--- config.mk ---
export PLATFORM = sky130hd
export DESIGN_NAME = ks_ram_responder
export DESIGN_NICKNAME = d
export VERILOG_FILES = /design/src/rtl/ks_ram_responder.sv
export SDC_FILE = /design/constraint.sdc
export NUM_CORES = 1
export LEC_CHECK = 0
export CORE_MARGIN = 8
export CORE_UTILIZATION = 45
export CTS_CLUSTER_DIAMETER = 40
export DETAILED_ROUTE_END_ITERATION = 10
export GPL_TIMING_DRIVEN = 0
export PLACE_DENSITY_LB_ADDON = 0.1
export SLEW_MARGIN = 20
export SYNTH_ARGS = -nofsm -noshare
export SYNTH_HDL_FRONTEND = slang
export SYNTH_SLANG_ARGS = --single-unit
--- constraint.sdc ---
create_clock -name clk -period 8.5 [get_ports clk]
set_clock_uncertainty 0.1 [all_clocks]
set_input_delay 1.275 -clock clk [delete_from_list [all_inputs] [get_ports clk]]
set_output_delay 1.275 -clock clk [all_outputs]
set_load 0.01 [all_outputs]
--- src/rtl/ks_ram_responder.sv ---
// Single-port word RAM that is first filled from a host image stream and then
// serves processor read/write requests, one access per request/ack handshake.
module ks_ram_responder #(
  parameter int ADDR_W = 5,
  parameter int DATA_W = 16
) (
  input  logic              clk,
  input  logic              rst,
  input  logic              mem_req,
  input  logic              mem_we,
  input  logic [ADDR_W-1:0] ram_addr,
  input  logic [DATA_W-1:0] wr_data,
  output logic [DATA_W-1:0] rd_data,
  output logic              mem_ack,
  output logic              cpu_hold,
  input  logic              load_valid,
  input  logic [DATA_W-1:0] load_data,
  input  logic              load_last,
  output logic              load_ready,
  output logic              load_done
);

  localparam int DEPTH = 1 << ADDR_W;
  localparam logic [ADDR_W-1:0] LAST_ADDR = ADDR_W'(DEPTH - 1);

  typedef enum logic [1:0] {
    LOAD  = 2'd0,
    SERVE = 2'd1,
    ACK   = 2'd2
  } state_t;

  state_t              state;
  logic [ADDR_W-1:0]   load_cnt;
  logic [DATA_W-1:0]   mem [0:DEPTH-1];

  logic                mem_wr_en;
  logic [ADDR_W-1:0]   mem_wr_addr;
  logic [DATA_W-1:0]   mem_wr_data;

  // Image loading and processor writes share the one write port; reset
  // suppresses both so nothing presented alongside rst reaches the array.
  always_comb begin
    mem_wr_en   = 1'b0;
    mem_wr_addr = ram_addr;
    mem_wr_data = wr_data;
    if (!rst) begin
      if (state == LOAD && load_valid) begin
        mem_wr_en   = 1'b1;
        mem_wr_addr = load_cnt;
        mem_wr_data = load_data;
      end else if (state == SERVE && mem_req && mem_we) begin
        mem_wr_en   = 1'b1;
      end
    end
  end

  // Contents are never cleared; unloaded words keep whatever they held.
  always_ff @(posedge clk) begin
    if (mem_wr_en) begin
      mem[mem_wr_addr] <= mem_wr_data;
    end
  end

  always_ff @(posedge clk) begin
    if (rst) begin
      state      <= LOAD;
      load_cnt   <= '0;
      mem_ack    <= 1'b0;
      rd_data    <= '0;
      cpu_hold   <= 1'b1;
      load_done  <= 1'b0;
      load_ready <= 1'b1;
    end else begin
      mem_ack <= 1'b0;
      case (state)
        LOAD: begin
          if (load_valid) begin
            // The final address ends the load so the counter never wraps.
            if (load_last || load_cnt == LAST_ADDR) begin
              state      <= SERVE;
              cpu_hold   <= 1'b0;
              load_done  <= 1'b1;
              load_ready <= 1'b0;
            end else begin
              load_cnt <= load_cnt + 1'b1;
            end
          end
        end
        SERVE: begin
          if (mem_req) begin
            if (!mem_we) begin
              rd_data <= mem[ram_addr];
            end
            mem_ack <= 1'b1;
            state   <= ACK;
          end
        end
        ACK: begin
          // A still-held request is ignored here, giving one access per ack.
          state <= SERVE;
        end
        default: begin
          state <= LOAD;
        end
      endcase
    end
  end

endmodule

-- Word-level counts from Yosys, hierarchy flattened
Memories as Yosys holds them, arrays and structs flattened. A register that Yosys moved wholly into a read port is not among the register bits.
Cells that the tools add are included.
Widths: inputs -> output; s select.
- bits in registers: 10
- bits in writable memories: 512
- input port bits: 43
- output and inout port bits: 20
- word-level logic and storage cells: 40
- memories: 1
- memories (name ; depth ; bits a word ; read ports ; clocked after memory_dff ; write ports ; RTL line ; text):
    mem ; 32 ; 16 ; 1 ; 1 ; 1 ; 34 ; logic [DATA_W-1:0] mem [0:DEPTH-1];
- add/sub/neg operators: 1
- equality and inequality tests: 6
- muxes and demuxes: 14
- bitwise operators: 3
- reductions and logical operators: 10
- operator list (kind ; number):
    $mux 16 ; 2
    $reduce_and 3->1 ; 4
    $mux 5 ; 2
    $mux 1 ; 6
    $mux 2 ; 3
    $pmux 2 s3 ; 1
    $add 5x1->5 const B ; 1
    $eq 5x5->1 const B ; 1
    $ne 2x2->1 const B ; 2
    $logic_and 1x1->1 ; 3
    $not 1->1 ; 3
    $eq 2x1->1 const B ; 1
    $eq 2x2->1 const B ; 1
    $logic_not 2->1 ; 1
    $ne 2x1->1 const B ; 1
    $reduce_or 2->1 ; 1
    $logic_or 1x1->1 ; 1

-- Depth between registers and ports, before layout
- depth in word-level cells: 8
- mapped depth: 8
- depth with buffers taken out: 7

-- Worst setup path before layout
OpenSTA, ideal clock, no wires.
- path kind: input to register
- start: input load_valid
- end: memory mem[24][0], enable pin
- setup time: 388 ps
- arrival: 3067 ps
- data required time: 8012 ps
- slack: 4945 ps
- stages: 5
- buffers on the path: 1
- path through: or3b_2 nor2_1 buf_2 a41oi_1 nor2_1
- cells in the longest elaborated chain, start to end: 5
- elaborated cells on any way between the ends: 7
- those cells by class: 6 x mux; 1 x reduce/logical
- ends and longest elaborated chain (what ; RTL line ; text):
    start, declared ; 16 ; input logic load_valid,
    $logic_and 1x1->1 (*) ; 47 ; if (state == LOAD && load_valid) begin
    $mux 1 ; 47 ;
    $mux 1 ; 46 ; if (!rst) begin
    $mux 1 ; 59 ; if (mem_wr_en) begin
    $mux 1 (implied by the code) ; 60 ; mem[mem_wr_addr] <= mem_wr_data;
    end, declared ; 34 ;
Mark *: on every way between the ends. The rest lies on a longest branch, timed or not.

-- Worst setup path after layout
- start: input rst
- end: memory mem[7][1], enable pin
- cells in the longest elaborated chain, start to end: 3
- elaborated cells on any way between the ends: 4
- those cells by class: 4 x mux
- ends and longest elaborated chain (what ; RTL line ; text):
    start, declared ; 8 ; input logic rst,
    $mux 1 ; 46 ;
    $mux 1 ; 59 ;
    $mux 1 (implied by the code) ; 60 ;
Parallel ways exist; a longest one is shown, timed or not.

==> flow_summary.json <==
{
  "initial_core_util_pct": 45.2,
  "vias": 12200,
  "min_period_ns": 4.28,
  "rrSetupSlack_ns": 5.43,
  "use_met2_pct": 37.3,
  "hold_start": "load_done",
  "top_usage_layer": "met2",
  "reg2reg_depth": 6,
  "design_area_mm2": 0.0257,
  "grt_use_met3_pct": 3.82,
  "finalNetCount": 1485,
  "place_area_mm2": 0.0233,
  "cts_tree": "yes",
  "crit_type": "in2reg",
  "end_kind": "flip-flop",
  "rows": 80,
  "grt-ovfl-total": 0,
  "synth_area_leader_cell": "edfxtp_1",
  "clock.fmax_mhz": 234,
  "die_width_um": 234,
  "hold_end": "load_done",
  "synth_nets": 1319,
  "root_buffer": "clkbuf_16",
  "irDropWorstVdd_mv": 0.164,
  "max_slew_margin_pct": 19.5,
  "antenna_found_initial": 2,
  "final_core_util_pct": 54.3,
  "outcome": "completed",
  "synthDistinctLibCells": 39,
  "fin_tns_setup_ns": 0,
  "area.sequential_mm2": 0.0159,
  "drt_pass1_iterations": 5,
  "layout_commonest_cell": "edfxtp_1",
  "ant_nets": 0,
  "clkLatencyLatePin_ns": 0.59,
  "rsz0062_at_grt": "false",
  "hpwlAfterDp_mm": 40.5,
  "critPathMaxFanout": 10,
  "worst_setup_path_start_kind": "primary input",
  "ys_warn_count": 0,
  "die_height_um": 234,
  "vias_per_cell": 5.77,
  "area_growth_syn_to_layout_pct": 20.2,
  "cts.repair.resized": 0,
  "drt-total-wl_mm": 60.6,
  "io_pins": 63,
  "holdPathStages": 2,
  "cts_buffers": 70,
  "drc": 0,
  "grt_pass1_vias": 12200,
  "nFillCells": 3805,
  "arrival_ns": 4.52,
  "grt_pass1_wl_mm": 86.6,
  "drt_first_iter_violations": 1302,
  "syn_avg_cell_area_um2": 16.8,
  "hold_viol": 0,
  "worstHoldPathType": "reg2reg",
  "grtUsageTotal_pct": 22.4,
  "multiInputGateArea_mm2": 0.00512,
  "wl_per_cell_um": 28.7,
  "drv_slew": 0,
  "clock_sinks": 538,
  "postCtsHoldBufs": 0,
  "place.gp.congestion": 0.852,
  "core_area_mm2": 0.0473,
  "worstReg2RegStart": "state[0]",
  "layout_common_cells": "edfxtp_1 (512), mux2i_1 (258), a22oi_1 (128)",
  "r2r-end": "mem[25][14]",
  "cts_setup_buffers": 0,
  "syn_area_mm2": 0.0214,
  "synth_top_area_share_pct": 71.9,
  "drive_above_1_share_pct": 16.7,
  "syn-instance-count": 1274,
  "clkTransAtPathRegs_ns": 0.06,
  "ys_seq_area_share_pct": 74.3,
  "power_density_mw_per_mm2": 246,
  "yosys-top-cells-area": "edfxtp_1 (72%), mux2i_1 (12%), a22oi_1 (4.5%)",
  "clock_path_buffers": 3,
  "worstPathRequired_ns": 8.74,
  "p_leak_nw": 8.92,
  "tightest_slew_ns": 1.20,
  "placement.io_buffers": 61,
  "ys_ff_latch": 538,
  "grt_max_degree": 33,
  "cap_viol_max_count": 0,
  "timing.hold.ws_ns": 0.364,
  "post-route-period-util_pct": 50.4,
  "setup_viol": 0,
  "use_met1_pct": 29.8,
  "die-area_mm2": 0.0548,
  "htree_levels": 3
}
-- registers in the layout, summed over array words and instances (netlist names) --
signal	flops
rd_data	16
load_done	1
state	2
mem_ack	1
load_ready	1
load_cnt	5
mem	512
-- report_power, final --
part	switching (mW)	total, mW	internal [mW]
logic	0.266	0.383	0.117
registers	0.00696	2.96	2.95
clock network	1.14	2.99	1.85
total	1.41	6.33	4.91
-- how the worst max path moves through the flow --
| stage | end | depth (start not counted) | slack, ns | startpoint |
|---|---|---|---|---|
| global placement | mem[28][9] | 7 | 3.06 | rst |
| global route | mem[7][12] | 7 | 4.16 | rst |
| CTS | mem[7][9] | 7 | 4.19 | rst |
| floorplan | mem[24][0] | 5 | 4.94 | load_valid |
| finish | mem[7][1] | 7 | 4.22 | rst |
| detailed placement | mem[7][1] | 7 | 3.57 | rst |
-- cell type report --
type / count / share of cell area [%]
timing repair buffer: 94 / 4.16
tap: 615 / 2.99
buffer: 79 / 1.90
multi-input combinational: 653 / 19.9
sequential: 538 / 61.8
antenna: 1 / 0.00973
clock buffer: 87 / 7.39
clock inverter: 38 / 1.75
inverter: 4 / 0.0584
-- worst max-delay path, cell delays in order --
cell and delay [ns]:
clkdlybuf4s50_1 0.48, clkbuf_1 0.68, nor2_1 0.26, and3_1 0.26, o21ai_1 0.93, nor2_2 0.36
buf_6 0.27
-- cell families after synthesis --
logic type	Yosys count	synth area share, %
xor gates and xnor gates	3	0.123
buffers and inverters	83	2.35
DFF	538	74.3
AOI/OAI and AO/OA	225	7.40
muxes	258	12.1
and+or+nand+nor	165	3.60
adders and majority gates	2	0.117
-- cells in the mapped netlist, drive strengths merged --
| master | count |
|---|---|
| o21ai | 6 |
| a211oi | 16 |
| xnor2 | 2 |
| buf | 43 |
| nand3 | 1 |
| mux2i | 258 |
| nor4b | 1 |
| a21o | 1 |
| nor2b | 3 |
| a31oi | 5 |
| edfxtp | 512 |
| and2 | 1 |
| nor4 | 1 |
| inv | 4 |
| a22oi | 128 |
| clkbuf | 36 |
| or4 | 16 |
| nand4 | 1 |
| ha | 2 |
| nand2 | 51 |
| and3 | 3 |
| nor3 | 10 |
| dfxtp | 26 |
| or2 | 1 |
| or3b | 1 |
| a21oi | 67 |
| a41oi | 2 |
| nand2b | 3 |
| nor3b | 8 |
| nor2 | 64 |
| xor2 | 1 |
-- metal layers --
layer	share of wire (%)	wire length [µm]
met1	43	25800
met2	49	29600
met3	6.4	3880
met4	2.3	1370
met5	0	0
-- stage by stage --
stage	worst slack (ns)	total power [mW]	instances
2_1_floorplan	4.94	3.21	1274
3_3_place_gp	3.06	3.38	1950
3_5_place_dp	3.57	3.40	1983
4_1_cts	4.19	6.36	2108
5_1_grt	4.16	6.49	2108
6_report	4.22	6.33	2109
(Power assumes the default switching activity.)
